[config.mk]
export PLATFORM = sky130hd
export DESIGN_NAME = dec_scan_ctrl_flat
export DESIGN_NICKNAME = d
export VERILOG_FILES = /design/src/rtl/dec_scan_ctrl_pkg.sv /design/src/rtl/dec_scan_ctrl_if.sv /design/src/rtl/dec_scan_ctrl_lane_next_sel.sv /design/src/rtl/dec_scan_ctrl.sv /design/src/flat_wrapper.sv
export SDC_FILE = /design/constraint.sdc
export NUM_CORES = 1
export LEC_CHECK = 0
export BUFFER_PORTS_ARGS = -buffer_cell sky130_fd_sc_hd__buf_2
export CORE_UTILIZATION = 59
export CTS_BUF_LIST = sky130_fd_sc_hd__clkbuf_4
export DETAILED_ROUTE_END_ITERATION = 12
export PLACE_DENSITY_LB_ADDON = 0.05
export SETUP_SLACK_MARGIN = 0.2
export SKIP_CTS_REPAIR_TIMING = 1
export SLEW_MARGIN = 20
export SYNTH_ARGS = -nofsm -noshare
export SYNTH_HDL_FRONTEND = slang
export SYNTH_SLANG_ARGS = --single-unit
[constraint.sdc]
create_clock -name clock -period 2.5 [get_ports clock]
set_input_delay 0.625 -clock clock [delete_from_list [all_inputs] [get_ports clock]]
set_output_delay 0.625 -clock clock [all_outputs]
set_load 0.01 [all_outputs]
[src/rtl/dec_scan_ctrl_pkg.sv]
// Shared definitions for the decoder scan sequencer: lane geometry and FSM states.
package dec_scan_ctrl_pkg;

    localparam int NUM_LANES = 4;
    localparam int LANE_W    = 2;

    typedef logic [LANE_W-1:0] lane_t;

    typedef enum logic [1:0] {
        ST_IDLE   = 2'd0,
        ST_ACTIVE = 2'd1,
        ST_BLANK  = 2'd2
    } state_t;

endpackage

[src/rtl/dec_scan_ctrl_if.sv]
// Control/status bundle between a scan requester and the decoder scan sequencer.
interface dec_scan_ctrl_if #(
    parameter int DWELL_W = 8
);
    import dec_scan_ctrl_pkg::*;

    logic                   start;
    logic                   stop;
    logic                   mode;
    logic [0:NUM_LANES-1]   mask;
    logic [DWELL_W-1:0]     dwell;
    lane_t                  w;
    logic                   en;
    logic                   busy;
    logic                   done;
    logic                   wrap;

    modport master (
        output start, stop, mode, mask, dwell,
        input  w, en, busy, done, wrap
    );

    modport slave (
        input  start, stop, mode, mask, dwell,
        output w, en, busy, done, wrap
    );

endinterface

[src/rtl/dec_scan_ctrl_lane_next_sel.sv]
// Picks the next enabled lane above the current one, or wraps to the lowest enabled lane.
module lane_next_sel
    import dec_scan_ctrl_pkg::*;
(
    input  logic [0:NUM_LANES-1] mask,
    input  lane_t                cur,
    output lane_t                next,
    output logic                 wrapped,
    output lane_t                first
);

    always_comb begin
        first   = '0;
        next    = '0;
        wrapped = 1'b1;
        // Scanning downward leaves the lowest qualifying index as the winner.
        for (int i = NUM_LANES - 1; i >= 0; i--) begin
            if (mask[i]) begin
                first = lane_t'(i);
            end
            if (mask[i] && (i > int'(cur))) begin
                next    = lane_t'(i);
                wrapped = 1'b0;
            end
        end
        if (wrapped) begin
            next = first;
        end
    end

endmodule

[src/rtl/dec_scan_ctrl.sv]
// Break-before-make scan sequencer driving the select and enable of a 2-to-4 decoder.
module dec_scan_ctrl
    import dec_scan_ctrl_pkg::*;
#(
    parameter int DWELL_W = 8
) (
    input  logic            clock,
    input  logic            reset,
    dec_scan_ctrl_if.slave  bus
);

    state_t               state;
    logic                 mode_q;
    logic [0:NUM_LANES-1] mask_q;
    logic [DWELL_W-1:0]   dwell_q;
    logic [DWELL_W-1:0]   cnt;
    lane_t                w_q;
    logic                 en_q;
    logic                 busy_q;
    logic                 done_q;
    logic                 wrap_q;

    logic [0:NUM_LANES-1] sel_mask;
    lane_t                next_lane;
    lane_t                first_lane;
    logic                 wrapped;

    // In IDLE the live mask chooses the first lane; once scanning, only the latched copy matters.
    assign sel_mask = (state == ST_IDLE) ? bus.mask : mask_q;

    lane_next_sel u_sel (
        .mask    (sel_mask),
        .cur     (w_q),
        .next    (next_lane),
        .wrapped (wrapped),
        .first   (first_lane)
    );

    always_ff @(posedge clock) begin
        if (reset) begin
            state   <= ST_IDLE;
            mode_q  <= 1'b0;
            mask_q  <= '0;
            dwell_q <= '0;
            cnt     <= '0;
            w_q     <= '0;
            en_q    <= 1'b0;
            busy_q  <= 1'b0;
            done_q  <= 1'b0;
            wrap_q  <= 1'b0;
        end else begin
            done_q <= 1'b0;
            wrap_q <= 1'b0;
            if ((state != ST_IDLE) && bus.stop) begin
                state  <= ST_IDLE;
                w_q    <= '0;
                en_q   <= 1'b0;
                busy_q <= 1'b0;
            end else begin
                case (state)
                    ST_IDLE: begin
                        if (bus.start && !bus.stop && (bus.mask != '0)) begin
                            state   <= ST_ACTIVE;
                            mode_q  <= bus.mode;
                            mask_q  <= bus.mask;
                            dwell_q <= bus.dwell;
                            cnt     <= bus.dwell;
                            w_q     <= first_lane;
                            en_q    <= 1'b1;
                            busy_q  <= 1'b1;
                        end
                    end
                    ST_ACTIVE: begin
                        if (cnt != '0) begin
                            cnt <= cnt - 1'b1;
                        end else if (!wrapped) begin
                            state <= ST_BLANK;
                            w_q   <= next_lane;
                            en_q  <= 1'b0;
                        end else if (mode_q) begin
                            state  <= ST_IDLE;
                            w_q    <= '0;
                            en_q   <= 1'b0;
                            busy_q <= 1'b0;
                            done_q <= 1'b1;
                        end else begin
                            state  <= ST_BLANK;
                            w_q    <= next_lane;
                            en_q   <= 1'b0;
                            wrap_q <= 1'b1;
                        end
                    end
                    ST_BLANK: begin
                        state <= ST_ACTIVE;
                        cnt   <= dwell_q;
                        en_q  <= 1'b1;
                    end
                    default: begin
                        state  <= ST_IDLE;
                        w_q    <= '0;
                        en_q   <= 1'b0;
                        busy_q <= 1'b0;
                    end
                endcase
            end
        end
    end

    assign bus.w    = w_q;
    assign bus.en   = en_q;
    assign bus.busy = busy_q;
    assign bus.done = done_q;
    assign bus.wrap = wrap_q;

endmodule
[src/flat_wrapper.sv]
// flat-port wrapper written by rule: the top's interface ports become plain ports
module dec_scan_ctrl_flat import dec_scan_ctrl_pkg::*;
#(
    parameter int DWELL_W = 8
)
  (clock, reset, bus_start, bus_stop, bus_mode, bus_mask, bus_dwell, bus_w, bus_en, bus_busy, bus_done, bus_wrap);
  dec_scan_ctrl_if #(.DWELL_W(DWELL_W)) bus_i ();
  input  logic clock;
  input  logic reset;
  input wire logic [$bits(bus_i.start)-1:0] bus_start;
  input wire logic [$bits(bus_i.stop)-1:0] bus_stop;
  input wire logic [$bits(bus_i.mode)-1:0] bus_mode;
  input wire logic [$bits(bus_i.mask)-1:0] bus_mask;
  input wire logic [$bits(bus_i.dwell)-1:0] bus_dwell;
  output wire logic [$bits(bus_i.w)-1:0] bus_w;
  output wire logic [$bits(bus_i.en)-1:0] bus_en;
  output wire logic [$bits(bus_i.busy)-1:0] bus_busy;
  output wire logic [$bits(bus_i.done)-1:0] bus_done;
  output wire logic [$bits(bus_i.wrap)-1:0] bus_wrap;
  assign bus_i.start = bus_start;
  assign bus_i.stop = bus_stop;
  assign bus_i.mode = bus_mode;
  assign bus_i.mask = bus_mask;
  assign bus_i.dwell = bus_dwell;
  assign bus_w = bus_i.w;
  assign bus_en = bus_i.en;
  assign bus_busy = bus_i.busy;
  assign bus_done = bus_i.done;
  assign bus_wrap = bus_i.wrap;
  dec_scan_ctrl #(.DWELL_W(DWELL_W)) u_core (.clock(clock), .reset(reset), .bus(bus_i));
endmodule
==> metrics.md <==
| Metric | Value |
|---|---|
| Final hold violations | `0` |
| Syn avg cell area | `8.909 sq um` |
| Worst setup SP type | `register` |
| Yosys Warn Count | `0` |
| Worst stage delay on the critical path | `roughly 0.4 ns` |
| P_sw | `slightly below 1 mW` |
| Layout Utilization | `a little over two thirds` |
| Slowest cell on crit path | `o41ai_4` |
| Cell Int Power | `about 1.3 mW` |
| CTS root buf | `clkbuf_4` |
| Worst IR Drop VDD | `approximately 0.54 mV` |
| Cell area after layout | `1951 sq um` |
| Routed vias | `1521` |
| CP cell instances | `inv_1 > ha_2 > mux2i_2 > nor3_2 > o41ai_4 > a21oi_1 > a41o_1` |
| Failing checks | `DRC` |
| Initial antenna violation count | `0` |
| Netlist cell types | `50` |
| IO Pins | `23` |
| TritonCTS clock tree | `built` |
| Clk buf depth | `2` |
| Vias per cell | `~6.1` |
| Global-route wire length before repair | `6423 um` |
| Die area | `around 3200 sq um` |
| Switching share of power | `around 43%` |
| Required @ worst endpoint | `about 2.7 ns` |
| Critical path peak fanout | `7` |
| Synthesized area | `roughly 1800 sq um` |
| Initial core utilization | `between 60% and 70%` |
| Synth Instances | `just under 200` |
| Share of flip-flops with an asynchronous set or reset | `0%` |
| Total Routing Usage GR | `26.19%` |
| Routability congestion estimate | `0.8891` |
| Tightest Hold Check Type | `register to register` |
| Setup_tns | `0 ns` |
| Worst slew pin tran | `approximately 0.50 ns` |
| Most frequent cells in the layout | `dfxtp_1, nor2_1, buf_2, nand2_1, a21oi_1` |
| Worst slew margin | `66.34%` |
| Data arrival time of the worst path | `2.33 ns` |
| Hpwl dp | `2668 um` |
| Post-synth EDFFs | `0` |
| Pin count of the biggest net entering global routing | `26` |
| Min-delay src | `u_core.mode_q$_SDFFE_PP0P_` |
| Commonest non-fill, non-tap cell in the layout | `dfxtp_1` |
| Syn_nets | `about 220` |
| CTS clk-pin slew, worst paths | `~0.090 ns` |
| Power share of the sequential group | `roughly 30%` |
| Area grow syn2layout | `10.02%` |
| Sink Count | `29` |
| Die Width | `~57 um` |
| Status | `finished with violations` |
| Row cnt | `19` |
| Setup Crit Path Kind | `register to register` |
| Main flop type after synthesis | `dfxtp_1` |
| H-Tree Depth | `2` |
| Crit. End Element | `register` |
| Period utilization | `between 80% and 90%` |
| Initial DRC count | `84` |
| Drt drc | `2` |
| Fraction of layout cells with a size suffix above 1 | `between 20% and 30%` |
| DRT Pass-1 Iters | `8` |
| RSZ-0062 raised after global routing | `false` |
| F_max | `~480 MHz` |
| Fin. max-slew vios | `0` |
| Core area | `around 2800 sq um` |
| Wire length per cell | `14.98 um` |
| Worst skew pair latency | `between 0.3 and 0.4 ns` |
| # port buffers | `22` |
| DRT antenna net count | `0` |
| Static Leakage | `approximately 0.84 nW` |
| Antenna cells | `0` |
| Synth Register Bits | `29` |
| Final count of negative-setup-slack endpoints | `0` |
| Placed cell areas | `roughly 1900 sq um` |
| Nets | `~240` |
| Global route total overflow | `0` |
| CTS buffer count | `5` |
| Comb power frac | `about 53%` |
| R2r startpoint | `u_core.state[1]$_SDFFE_PP0P_` |
| Number of global-route vias before repair | `1470` |
| Routed Wire Length | `around 3700 um` |
| Max_cap viols | `0` |
| Final min period | `2.098 ns` |
| Register area share after synthesis | `between 30% and 40%` |
| P per Cell Area | `roughly 1200 nW/um^2` |
| Chip Height | `56.82 um` |
| Skew final | `about 0.0083 ns` |
| Clk network pwr share | `approximately 17%` |
| Setup crit start | `u_core.state[1]$_SDFFE_PP0P_` |
-- final timing paths --
path | to | slack [ns] | cells past startpoint
max | u_core.bus.busy$_SDFFE_PP0P_ | 0.40 | 7
min | u_core.bus.wrap$_SDFF_PP0_ | 0.49 | 1
max reg2reg | u_core.bus.busy$_SDFFE_PP0P_ | 0.40 | 7
min reg2reg | u_core.bus.wrap$_SDFF_PP0_ | 0.49 | 1
-- worst max-delay path: cells and delay by family (launching register included) --
family                   cells  cell delay, ns
AO/OA/AOI/OAI                3            0.74
adder cells (fa/ha/maj)      1            0.30
buffers and inverters        1            0.09
flip-flops                   1            0.35
multiplexers                 1            0.39
AND/OR/NAND/NOR              1            0.12
-- stage by stage --
stage	hold WS, ns	worst slack [ns]	instances	total power, mW
6_report	0.4874	0.4022	250	2.311
3_3_place_gp	0.4497	0.3607	242	1.874
3_5_place_dp	0.4616	0.3095	242	1.909
2_1_floorplan	0.4200	0.6268	199	1.705
5_1_grt	0.5077	0.2421	250	2.498
4_1_cts	0.4780	0.2934	250	2.307
-- flip-flops by register name (all words and copies together) (netlist names) --
register / count
u_core.bus.wrap: 1
u_core.bus.w: 2
u_core.bus.busy: 1
u_core.mode_q: 1
u_core.mask_q: 4
u_core.bus.en: 1
u_core.dwell_q: 8
u_core.cnt: 8
u_core.bus.done: 1
u_core.state: 2
-- cell usage after synthesis, types with 2 or more instances --
cell	count	area, sq um
nand3b_1	3	22.52
nor2_1	26	97.59
mux2i_2	2	27.53
ha_1	6	75.07
or3_1	5	31.28
buf_6	3	33.78
a21oi_1	15	75.07
o21ai_1	2	10.01
a21oi_2	2	17.52
o221ai_1	3	26.28
a22oi_1	5	37.54
nor3b_1	2	15.01
nor3_1	4	20.02
dfxtp_1	29	580.6
nand4b_1	2	17.52
inv_1	9	33.78
xor2_1	4	35.03
a211o_1	6	52.55
nor4_1	2	12.51
nand2b_1	3	18.77
o41ai_4	2	55.05
mux2i_1	13	130.1
nand3_1	2	10.01
o21ai_0	2	10.01
nand2_1	16	60.06
clkbuf_1	7	26.28
-- kinds of logic (layout without fill, tap and decap cells) --
logic type | Yosys count | in the layout | share of synthesized area, %
flip-flops | 29 | 29 | 32.75
AO/OA/AOI/OAI | 47 | 47 | 21.67
buffers and inverters | 22 | 42 | 6.352
AND/OR/NAND/NOR | 74 | 74 | 23.01
multiplexers | 16 | 16 | 9.527
XOR/XNOR | 5 | 5 | 2.470
adder cells (fa/ha/maj) | 6 | 6 | 4.234
-- per-layer routing --
| metal | global-route usage (%) | share of wire [%] | vias up |
|---|---|---|---|
| met5 | 0 | 0 | - |
| met4 | 17.42 | 3.2 | 0 |
| met3 | 5.069 | 3.4 | 12 |
| met2 | 43.88 | 48 | 32 |
| met1 | 30.10 | 45 | 724 |
| li1 | - | - | 753 |
-- layout make-up --
class	count	area (sq um)
multi-input cells	148	1087
fillers	241	854.6
flip-flops and latches	29	580.6
repair buffers	24	125.1
clock buffers	6	45.04
inverters	10	40.04
well taps	31	38.79
clock inverters	2	33.78
-- power groups by stage --
stage / Sequential (mW) / Clock (mW) / Combinational (mW)
6_report: 0.690 / 0.387 / 1.23
5_1_grt: 0.707 / 0.420 / 1.37
4_1_cts: 0.688 / 0.398 / 1.22
3_5_place_dp: 0.700 / 0 / 1.21
3_3_place_gp: 0.691 / 0 / 1.18
2_1_floorplan: 0.687 / 0 / 1.02
Note: power is estimated with default switching activity, not from simulation.
